==> src/rtl/kernel_seq_ctrl.sv <==
// kernel_seq_ctrl
// Owns the kernel weight buffer ports. A load request streams
// KERNEL_SIZE*KERNEL_SIZE weights (row-major) from a valid/ready source into
// the buffer. After that, each accepted window request walks the read address
// 0..N-1 once, with MAC enable and first/last tap markers.
//
// Ports
//   i_clk, i_rst              clock, synchronous active-high reset
//   load_start                pulse: (re)load a kernel
//   w_valid, w_data, w_ready  weight stream, row-major
//   kr_wr_en/addr/data        buffer write port
//   win_start, win_ready      window pass request / acceptance
//   kr_rd_addr                buffer read address (combinational read)
//   mac_en/first/last         tap valid and window boundary markers
//   kernel_loaded             a complete kernel is resident
//   load_done                 one-cycle pulse on the final accepted beat
module kernel_seq_ctrl #(
  parameter int KERNEL_SIZE       = 3,
  parameter int KERNEL_ADDR_WIDTH = 5,
  parameter int WEIGHT_WIDTH      = 8
) (
  input  logic                         i_clk,
  input  logic                         i_rst,
  input  logic                         load_start,
  input  logic                         w_valid,
  input  logic [WEIGHT_WIDTH-1:0]      w_data,
  output logic                         w_ready,
  output logic                         kr_wr_en,
  output logic [KERNEL_ADDR_WIDTH-1:0] kr_wr_addr,
  output logic [WEIGHT_WIDTH-1:0]      kr_wr_data,
  input  logic                         win_start,
  output logic                         win_ready,
  output logic [KERNEL_ADDR_WIDTH-1:0] kr_rd_addr,
  output logic                         mac_en,
  output logic                         mac_first,
  output logic                         mac_last,
  output logic                         kernel_loaded,
  output logic                         load_done
);

  localparam int N = KERNEL_SIZE * KERNEL_SIZE;
  localparam logic [KERNEL_ADDR_WIDTH-1:0] LAST = KERNEL_ADDR_WIDTH'(N - 1);

  typedef enum logic [1:0] {
    IDLE,
    LOAD,
    READY,
    RUN
  } state_t;

  state_t                       state;
  logic [KERNEL_ADDR_WIDTH-1:0] wcnt;
  logic [KERNEL_ADDR_WIDTH-1:0] rcnt;
  logic                         xfer;

  // Handshake-side outputs are pure state decodes so that neither request
  // input can reach them combinationally.
  assign w_ready    = (state == LOAD);
  assign win_ready  = (state == READY);
  assign mac_en     = (state == RUN);
  assign mac_first  = mac_en && (rcnt == '0);
  assign mac_last   = mac_en && (rcnt == LAST);
  assign kr_rd_addr = rcnt;

  assign xfer       = w_valid && w_ready;
  assign kr_wr_en   = xfer;
  assign kr_wr_addr = wcnt;
  // Write data is held at zero outside LOAD so the port is quiet when idle.
  assign kr_wr_data = w_ready ? w_data : '0;
  // A restart request on the final beat overrides completion.
  assign load_done  = xfer && (wcnt == LAST) && !load_start;

  always_ff @(posedge i_clk) begin
    if (i_rst) begin
      state         <= IDLE;
      wcnt          <= '0;
      rcnt          <= '0;
      kernel_loaded <= 1'b0;
    end else begin
      case (state)
        IDLE: begin
          if (load_start) begin
            state         <= LOAD;
            wcnt          <= '0;
            kernel_loaded <= 1'b0;
          end
        end
        LOAD: begin
          if (load_start) begin
            wcnt <= '0;
          end else if (xfer) begin
            if (wcnt == LAST) begin
              state         <= READY;
              wcnt          <= '0;
              kernel_loaded <= 1'b1;
            end else begin
              wcnt <= wcnt + 1'b1;
            end
          end
        end
        READY: begin
          // Reload takes priority; a simultaneous window request is dropped.
          if (load_start) begin
            state         <= LOAD;
            wcnt          <= '0;
            kernel_loaded <= 1'b0;
          end else if (win_start) begin
            state <= RUN;
            rcnt  <= '0;
          end
        end
        RUN: begin
          if (rcnt == LAST) begin
            state <= READY;
            rcnt  <= '0;
          end else begin
            rcnt <= rcnt + 1'b1;
          end
        end
        default: begin
          state <= IDLE;
          wcnt  <= '0;
          rcnt  <= '0;
        end
      endcase
    end
  end

endmodule
==> config.mk <==
export PLATFORM = sky130hd
export DESIGN_NAME = kernel_seq_ctrl
export DESIGN_NICKNAME = d
export VERILOG_FILES = /design/src/rtl/kernel_seq_ctrl.sv
export SDC_FILE = /design/constraint.sdc
export NUM_CORES = 1
export LEC_CHECK = 0
export ABC_AREA = 0
export CAP_MARGIN = 20
export CELL_PAD_IN_SITES_DETAIL_PLACEMENT = 0
export CELL_PAD_IN_SITES_GLOBAL_PLACEMENT = 1
export CORE_MARGIN = 2
export CORE_UTILIZATION = 27
export DETAILED_ROUTE_END_ITERATION = 12
export PLACE_DENSITY = 0.78
export SKIP_LAST_GASP = 1
export SLEW_MARGIN = 25
export SYNTH_ARGS = -nofsm -noshare
export SYNTH_HDL_FRONTEND = slang
export SYNTH_SLANG_ARGS = --single-unit
==> constraint.sdc <==
create_clock -name i_clk -period 2.1 [get_ports i_clk]
set_clock_uncertainty 0.15 [all_clocks]
set_input_delay 0.42 -clock i_clk [delete_from_list [all_inputs] [get_ports i_clk]]
set_output_delay 0.42 -clock i_clk [all_outputs]
set_load 0.005 [all_outputs]
==> reports/qor.yml <==
status: "completed"
overflow: 0
max_freq_mhz: 494.1
p_per_area_nw_per_um2: 356.0
syn-cell-area_um2: 804.5
criticalPathCategory: "flip-flop to primary output"
use_met1_pct: 18.78
antenna_found_initial: 0
drc: 0
synth_area_leaders: "dfxtp_1 32%, and2_1 7.0%, ha_1 6.2%, a21oi_1 5.6%, nor2_1 4.7%"
worst_slack_ps: 76.24
arrival_ps: 1450
dp_slack_ps: -178.5
cts.sinks: 13
fin_nets: 184
nFillCells: 296
rsz0062_at_grt: "false"
busiest_layer: "met2"
grt_pass1_wl_mm: 4.091
firstDrtPassIters: 4
p_switching_mw: 0.1257
crit_path_start_kind: "flip-flop"
root_buffer: "clkbuf_4"
slew_violations: 0
worstMarginPinSlew_ps: 511.8
synth_warnings: 0
relSlewSlack_pct: 65.77
area_delta_synth_final_pct: 77.76
grt_pass1_vias: 982
layout-drive-gt1-share_pct: 27.71
cp_cell_sequence: "inv_1 -> ha_1 -> nor3b_2 -> and3_1 -> dlygate4sd2_1"
min_path_cells: 2
wirelength_mm: 2.393
path_clk_slew_ps: 80
io_pins: 39
wl_per_cell_um: 12.15
finalSetupViolCount: 0
period_share_pct: 96.37
pwr-share-seq_pct: 48.9
track_usage_pct: 15.62
vias_per_cell: 4.792
grtUsageMet3_pct: 2.418
start_util_pct: 28.68
ys_types: 33
gp_congestion: 0.7171
cp_top_family: "simple AND/OR/NAND/NOR gates"
die_area_um2: 3432
syn-num-nets: 119
dieWidth_um: 58.59
insertion_delay_ps: 290
netlist_instances: 102
p_sw_share_pct: 24.69
cp.required_ps: 1530
die_h_um: 58.59
hold_buffers: 0
ff2ff_path_depth: 8
max_cap_viol_count: 0
io_buffers: 38
vdd_drop_max_mv: 0.2266
antennaDiodeCount: 0
cp.depth: 5
fin_tns_setup_ps: 0
worstPathMaxFanout: 2
met2_usage_pct: 26.97
path_buf_inv: 2
clk_path_buf_depth: 2
ys_ff_latch: 13
fin_util_pct: 50.98
vias: 944
synth_top_area_share_pct: 32.35
drt_iter0_markers: 8
clkPwrFrac_pct: 31.4
rows: 19
endpoint_kind: "primary output"
pwr-share-comb_pct: 19.7
hold_class: "flip-flop to flip-flop"
coreArea_um2: 2805
leakage_nw: 0.6734
htreeDepth: 1
grt_max_degree: 14
critPathSlowestCell: "dfxtp_2"
cts_tree: "built"
synth_area_per_cell_um2: 7.887
cp_slowest_stage_delay_ps: 330
synth_top_cell_by_area: "dfxtp_1"
dp_hpwl_mm: 1.855
synth.yosys.seq_area_share_pct: 32.35
fin_crit_ps: 2024
intPower_mw: 0.3834
hold_viol: 0
numCtsBuffers: 3
ant_nets: 0
-- routing by layer --
metal | part of all wire [%] | routed length, µm | up-vias
met3 | 5.6 | 135 | 5
met1 | 44 | 1042 | 423
met2 | 48 | 1160 | 35
met4 | 2.3 | 55 | 0
li1 | - | - | 481
met5 | 0 | 0 | -
-- cell families after synthesis --
kind of cell               after synthesis  share of synthesized area, %
and+or+nand+nor                         51                         36.71
AOI/OAI and AO/OA                       22                         15.86
DFF                                     13                         32.35
buffers and inverters                   11                         7.621
adders and majority gates                4                         6.221
muxes                                    1                         1.244
-- cell usage in the layout (no fill, tap or decap), drive strengths merged --
| cell type | instances |
|---|---|
| a22oi | 1 |
| o21ai | 6 |
| a211oi | 2 |
| ha | 4 |
| or4b | 1 |
| nor2 | 10 |
| and3 | 3 |
| nor2b | 3 |
| nand2 | 8 |
| and2 | 9 |
| nand3b | 1 |
| clkbuf | 6 |
| buf | 25 |
| inv | 8 |
| a221oi | 1 |
| and4 | 1 |
| dlygate4sd2 | 6 |
| and4bb | 1 |
| nand3 | 6 |
| nor3 | 2 |
| mux2i | 1 |
| a21oi | 10 |
| or2 | 1 |
| clkdlybuf4s50 | 26 |
| a31oi | 2 |
| dlymetal6s2s | 4 |
| nand2b | 1 |
| or3 | 1 |
| nor3b | 2 |
| dfxtp | 13 |
| nor4 | 1 |
-- final cells by class --
class | count | area (µm²) | area share [%]
multi-input combinational | 78 | 501.7 | 35.08
timing repair buffer | 63 | 561.8 | 39.28
sequential | 13 | 269.0 | 18.81
clock buffer | 4 | 26.28 | 1.837
tap | 31 | 38.79 | 2.712
inverter | 8 | 32.53 | 2.275
-- flip-flops by register name (all words and copies together), names as in the netlist --
name	flops
kr_wr_addr	5
kernel_loaded	1
kr_rd_addr	5
state	2
-- worst paths after layout --
kind,startpoint,endpoint,slack (ps)
hold / removal,kernel_loaded,kernel_loaded,340
hold reg to reg,kernel_loaded,kernel_loaded,340
setup reg to reg,kr_wr_addr[1],kr_wr_addr[2],330
setup / recovery,kr_rd_addr[0],mac_first,80
-- worst register-to-register path, delay by kind of cell, from the launching register on --
kind	cells	cell delay, ps
AO/OA/AOI/OAI	1	140
AND/OR/NAND/NOR	3	540
buffers and inverters	3	380
adder cells (fa/ha/maj)	1	170
flip-flops	1	340
-- through the flow --
| step | instances | hold slack, ps | power (mW) | area, µm² |
|---|---|---|---|---|
| floorplan | 102 | 317.2 | 0.2921 | 804.5 |
| global placement | 188 | 323.2 | 0.3543 | 1345 |
| detailed placement | 188 | 329.8 | 0.3547 | 1345 |
| CTS | 196 | 342.6 | 0.5197 | 1409 |
| global route | 197 | 365.5 | 0.5335 | 1430 |
| finish | 197 | 343.5 | 0.5091 | 1430 |
-- power groups by stage --
stage                     combinational, mW  clock, mW  sequential [mW]
after floorplan                      0.0357          0            0.256
after global placement               0.0989          0            0.255
after detailed placement             0.0992          0            0.255
after CTS                             0.103      0.168            0.249
after global routing                  0.111      0.172            0.250
final                                 0.100      0.160            0.249
-- synthesized netlist by cell type --
cell type  number
nand2_1         7
nand3_1         6
a21oi_2         1
a22oi_1         1
ha_1            4
a31oi_1         2
and3_1          2
nor2b_1         3
and2_1          9
mux2i_1         1
a211oi_1        2
or2_1           1
dfxtp_1        13
and4bb_4        1
or4b_1          1
a21oi_1         9
nor4_2          1
nor3_1          2
a221oi_1        1
and3_2          1
nor2_1         10
clkbuf_1        1
buf_6           1
nand2_2         1
clkbuf_8        1
inv_4           1
o21ai_0         6
nor3b_1         2
and4_2          1
inv_1           7
or3_1           1
nand2b_1        1
nand3b_1        1
-- timing repair --
action | 4_1_cts | 5_1_grt
setup endpoints to repair | 13 | 7
resized for setup | 14 | 15
pin swaps | 1 | 0
cloned | 1 | 0
buffers inserted | 3 | 1
endpoints found under the hold margin | 0 | 0
(Power assumes the default switching activity.)
